**src/rtl/udc_updown_counter.sv**
```systemverilog
// WIDTH-bit synchronous up/down counter with clear, preset, parallel load, wrap/saturate,
// terminal-count pulse and sticky overflow. Define UDC_MODULO_EN to cap the count at MOD_MAX.
module udc_updown_counter #(
  parameter int unsigned     WIDTH      = 8,
  parameter logic [WIDTH-1:0] PRESET_VAL = {WIDTH{1'b1}},
  parameter bit              SATURATE   = 1'b0,
  parameter longint unsigned MOD_MAX    = (64'd1 << WIDTH) - 64'd1
) (
  input  logic             clk,
  input  logic             rst,
  input  logic             clear_in,
  input  logic             preset,
  input  logic             load,
  input  logic [WIDTH-1:0] din,
  input  logic             enable,
  input  logic             up_dn,
  output logic [WIDTH-1:0] q_out,
  output logic             tc,
  output logic             ovf,
  output logic             zero
);

  localparam longint unsigned MAX_VAL = (64'd1 << WIDTH) - 64'd1;

  if (WIDTH < 2 || WIDTH > 32) begin : g_bad_width
    $error("udc_updown_counter: WIDTH must be in 2..32");
  end

`ifdef UDC_MODULO_EN
  localparam bit MOD_EN = 1'b1;
  if (MOD_MAX > MAX_VAL || MOD_MAX < 64'd1) begin : g_bad_mod_max
    $error("udc_updown_counter: MOD_MAX must be in 1..2**WIDTH-1");
  end
`else
  localparam bit MOD_EN = 1'b0;
`endif

  // Upper count limit; the lower limit is always zero.
  localparam logic [WIDTH-1:0] LIM = WIDTH'(MOD_EN ? MOD_MAX : MAX_VAL);

  logic [WIDTH-1:0] q_nxt;
  logic             tc_nxt;
  logic             ovf_nxt;

  // Next-state selection in priority order; out-of-range values (>= LIM) treat an up step as a boundary.
  always_comb begin
    q_nxt   = q_out;
    tc_nxt  = 1'b0;
    ovf_nxt = ovf;
    if (clear_in) begin
      q_nxt   = '0;
      ovf_nxt = 1'b0;
    end else if (preset) begin
      q_nxt = PRESET_VAL;
    end else if (load) begin
      q_nxt = din;
    end else if (enable) begin
      if (up_dn) begin
        if (q_out >= LIM) begin
          tc_nxt  = 1'b1;
          ovf_nxt = 1'b1;
          q_nxt   = SATURATE ? q_out : '0;
        end else begin
          q_nxt = q_out + WIDTH'(1);
        end
      end else begin
        if (q_out == '0) begin
          tc_nxt  = 1'b1;
          ovf_nxt = 1'b1;
          q_nxt   = SATURATE ? '0 : LIM;
        end else begin
          q_nxt = q_out - WIDTH'(1);
        end
      end
    end
  end

  always_ff @(posedge clk) begin
    if (rst) begin
      q_out <= '0;
      tc    <= 1'b0;
      ovf   <= 1'b0;
    end else begin
      q_out <= q_nxt;
      tc    <= tc_nxt;
      ovf   <= ovf_nxt;
    end
  end

  assign zero = (q_out == '0);

endmodule

```
**config.mk**
```make
export PLATFORM = sky130hd
export DESIGN_NAME = udc_updown_counter
export DESIGN_NICKNAME = d
export VERILOG_FILES = /design/src/rtl/udc_updown_counter.sv
export SDC_FILE = /design/constraint.sdc
export NUM_CORES = 1
export LEC_CHECK = 0
export BUFFER_PORTS_ARGS = -buffer_cell sky130_fd_sc_hd__buf_2
export CORE_UTILIZATION = 31
export DETAILED_ROUTE_END_ITERATION = 8
export PLACE_DENSITY_LB_ADDON = 0.05
export SETUP_SLACK_MARGIN = 0.5
export SLEW_MARGIN = 0
export SYNTH_ARGS = -nofsm -noshare
export SYNTH_HDL_FRONTEND = slang
export SYNTH_SLANG_ARGS = --single-unit
```
**constraint.sdc**
```tcl
create_clock -name clk -period 2.09 [get_ports clk]
set_input_delay 0.3135 -clock clk [delete_from_list [all_inputs] [get_ports clk]]
set_output_delay 0.3135 -clock clk [all_outputs]
set_load 0.02 [all_outputs]
```
==> key figures <==
Route
  • Initial DRC count: 61
  • Drt drc: 0
  • Antenna Violating Nets Remaining: 0
  • DRT Wirelength: 2.854 mm
  • Vias per inst: 5.696
  • Drt wl/cell: 15.51 µm
  • Vias: 1,048
  • First drt pass iteration count: 5

STA
  • Max_slew headroom: 61.68%
  • Worst-Margin Slew: 0.5727 ns
  • Fin. Hold Viols: 0
  • Fin. max-slew vios: 0
  • Final number of setup-violating endpoints: 0
  • Max Freq: 598.9 MHz
  • RSZ-0062 raised after global routing: true
  • Setup TNS: 0 ns
  • Clock Skew: 0.001975 ns
  • Final worst setup slack: 0.4204 ns
  • Final period demand of the worst path: 1.670 ns
  • Final Cycle Share: 79.89%

Placement
  • Hpwl dp: 1.929 mm
  • Number of instances in the placed design: 174
  • DP Area: 1060 µm²
  • Final RePlAce weighted congestion: 0.8827
  • Pre-CTS setup slack: 0.4227 ns
  • I/O Buffers: 25

Worst setup path
  • Crit-path max FO: 8
  • Arr. time, crit path: 1.36 ns
  • Setup crit end kind: output port
  • CP startpoint: q_out[3]
  • CP required: 1.78 ns
  • Reg2Reg Launch Point: q_out[3]
  • Crit path max-delay family: simple AND/OR/NAND/NOR gates
  • CP max stage delay: 0.38 ns
  • Worst Setup Start Kind: register
  • Slowest-stage cell, CP: dfxtp_4
  • Crit Path Class: register to output port
  • Buf/Inv on CP: 2
  • CP cell instances: nor4_4, nand2_2, inv_2, buf_6

Synthesis
  • Synth cell count leaders: inv_1 (12), o21ai_0 (11), a21oi_1 (10), dfxtp_1 (10), nand2_1 (10)
  • Post-Syn Area: 912.1 µm²
  • Prevailing post-synth register cell: dfxtp_1
  • Yosys top cell area share: 21.95%
  • Cells after Synth: 127
  • Post-synth ARST share: 0%
  • Most frequent cell after synthesis: inv_1
  • Yosys warns: 0
  • Seq/Total Area, Yosys: 21.95%
  • Yosys top cell by area: dfxtp_1
  • Area contributors post-synth: dfxtp_1 (22%), o21ai_0 (6.0%), a21oi_1 (5.5%), inv_1 (4.9%), nor3_1 (4.4%)
  • Syn_nets: 145
  • Yosys cell types: 40
  • Avg Cell Area, Syn: 7.182 µm²
  • Yosys reg bits: 10
  • Post-synth EDFFs: 0

Die
  • # rows: 19
  • Die Y: 56.25 µm
  • Core footprint: 2781 µm²
  • Die W: 56.25 µm
  • Die area: 3164 µm²
  • Initial Utilization: 32.79%
  • I/O Pins: 26

Clocking
  • CTS buffer count: 3
  • Root cell of the clock tree: clkbuf_4
  • # hold bufs at CTS: 0
  • H-tree Lvls: 1
  • # clock sinks: 10
  • CTS tree: built
  • Clk_lat worst skew: 0.27 ns
  • Clock Pin Slew Worst Setup and Hold Paths: 0.07 ns
  • Clock buffer depth: 2

Cells and area
  • Layout cells sized above 1: 39.87%
  • Area grow syn2layout: 35.67%
  • Final non-filler cell total: 184
  • Final net count: 173
  • # diodes: 0
  • Fin area: 1237 µm²

Power
  • Reg power frac: 38.0%
  • Comb power frac: 37.5%
  • Internal power: 365.0 µW
  • Overall power: 586.6 µW
  • Clock share of power: 24.4%
  • Power Density: 474.1 nW/µm²
  • Sw Ratio: 37.78%
  • Net switching power of the design: 221.6 µW
  • Worst vdd ir: 0.3714 mV
  • LEAKAGE: 0.0005047 µW

Global routing
  • Largest net degree at the start of global routing: 21
  • Initial antenna violation count: 0
  • Tot GR Track Use: 17.79%
  • Grt total ovfl: 0
  • Vias in the first global route: 928
  • First-pass GRT wire length: 4.353 mm

Min path
  • Hold wc startpoint: clear_in
  • Worst hold path type: input pin to register

Outcome
  • Run status: finished, final reports clean

Job
  • Number of max-cap violations: 0
## routing by layer
metal | GRT usage, % | wire length (µm) | up-vias
li1 | - | - | 509
met1 | 23.22 | 1281 | 499
met2 | 29.76 | 1406 | 34
met3 | 3.953 | 137 | 6
met4 | 4.181 | 30 | 0
met5 | 0 | 0 | -
## worst paths after layout
kind              endpoint  slack, ns  cells after the start
setup / recovery      zero       0.42                      4
hold / removal          tc       0.20                      2
setup reg to reg  q_out[7]       0.50                      5
hold reg to reg        ovf       0.46                      2
## what timing repair did
| item | 4_1_cts | 5_1_grt |
|---|---|---|
| gates cloned | 0 | 0 |
| pin swaps | 2 | 4 |
| setup buffers | 4 | 3 |
| resized for setup | 14 | 15 |
| endpoints found under the setup margin | 7 | 8 |
| endpoints found under the hold margin | 0 | 0 |
## stage by stage
stage | hold WS [ns] | utilization, %
floorplan | 0.3903 | -
global placement | 0.4459 | 38.10
detailed placement | 0.4562 | 38.10
CTS | 0.2080 | 41.43
global route | 0.2144 | 44.49
finish | 0.2034 | 44.49
## state kept, by name, indices dropped and copies added (netlist names)
signal and cells:
ovf 1, q_out 8, tc 1
## cells by family (layout without fill, tap and decap cells)
logic type / count (synthesis) / in the layout / synth area share, %
compound gates: 39 / 39 / 27.44
xor+xnor: 7 / 7 / 6.722
fa+ha+maj: 3 / 3 / 4.116
buf+inv: 22 / 48 / 10.84
flops: 10 / 10 / 21.95
mux: 1 / 1 / 1.097
simple gates: 45 / 45 / 27.85
## final cells by class
cell class,count,area (µm²)
clock buffers,3,22.52
inverters,12,50.05
fillers,296,1544
multi-input cells,95,715.7
repair buffers,33,191.4
flip-flops and latches,10,219.0
well taps,31,38.79
## cells in the final DEF (no fill, tap or decap), drive strengths merged, types with 2 or more instances in the layout
master	count
a21oi	10
buf	33
xnor2	4
nor2	9
clkbuf	3
nand2b	3
o41ai	2
a31oi	2
and3	3
nor3	8
inv	12
nand3	4
xor2	3
o21ai	11
ha	3
dfxtp	10
or4	2
o2111ai	2
nand2	10
## power groups by stage
stage | clock, µW | combinational (µW) | sequential, µW
5_1_grt | 154 | 238 | 226
6_report | 143 | 220 | 223
3_5_place_dp | 0 | 169 | 227
3_3_place_gp | 0 | 170 | 227
4_1_cts | 147 | 195 | 222
2_1_floorplan | 0 | 127 | 224
No activity file was read; power rests on OpenSTA's default activity.
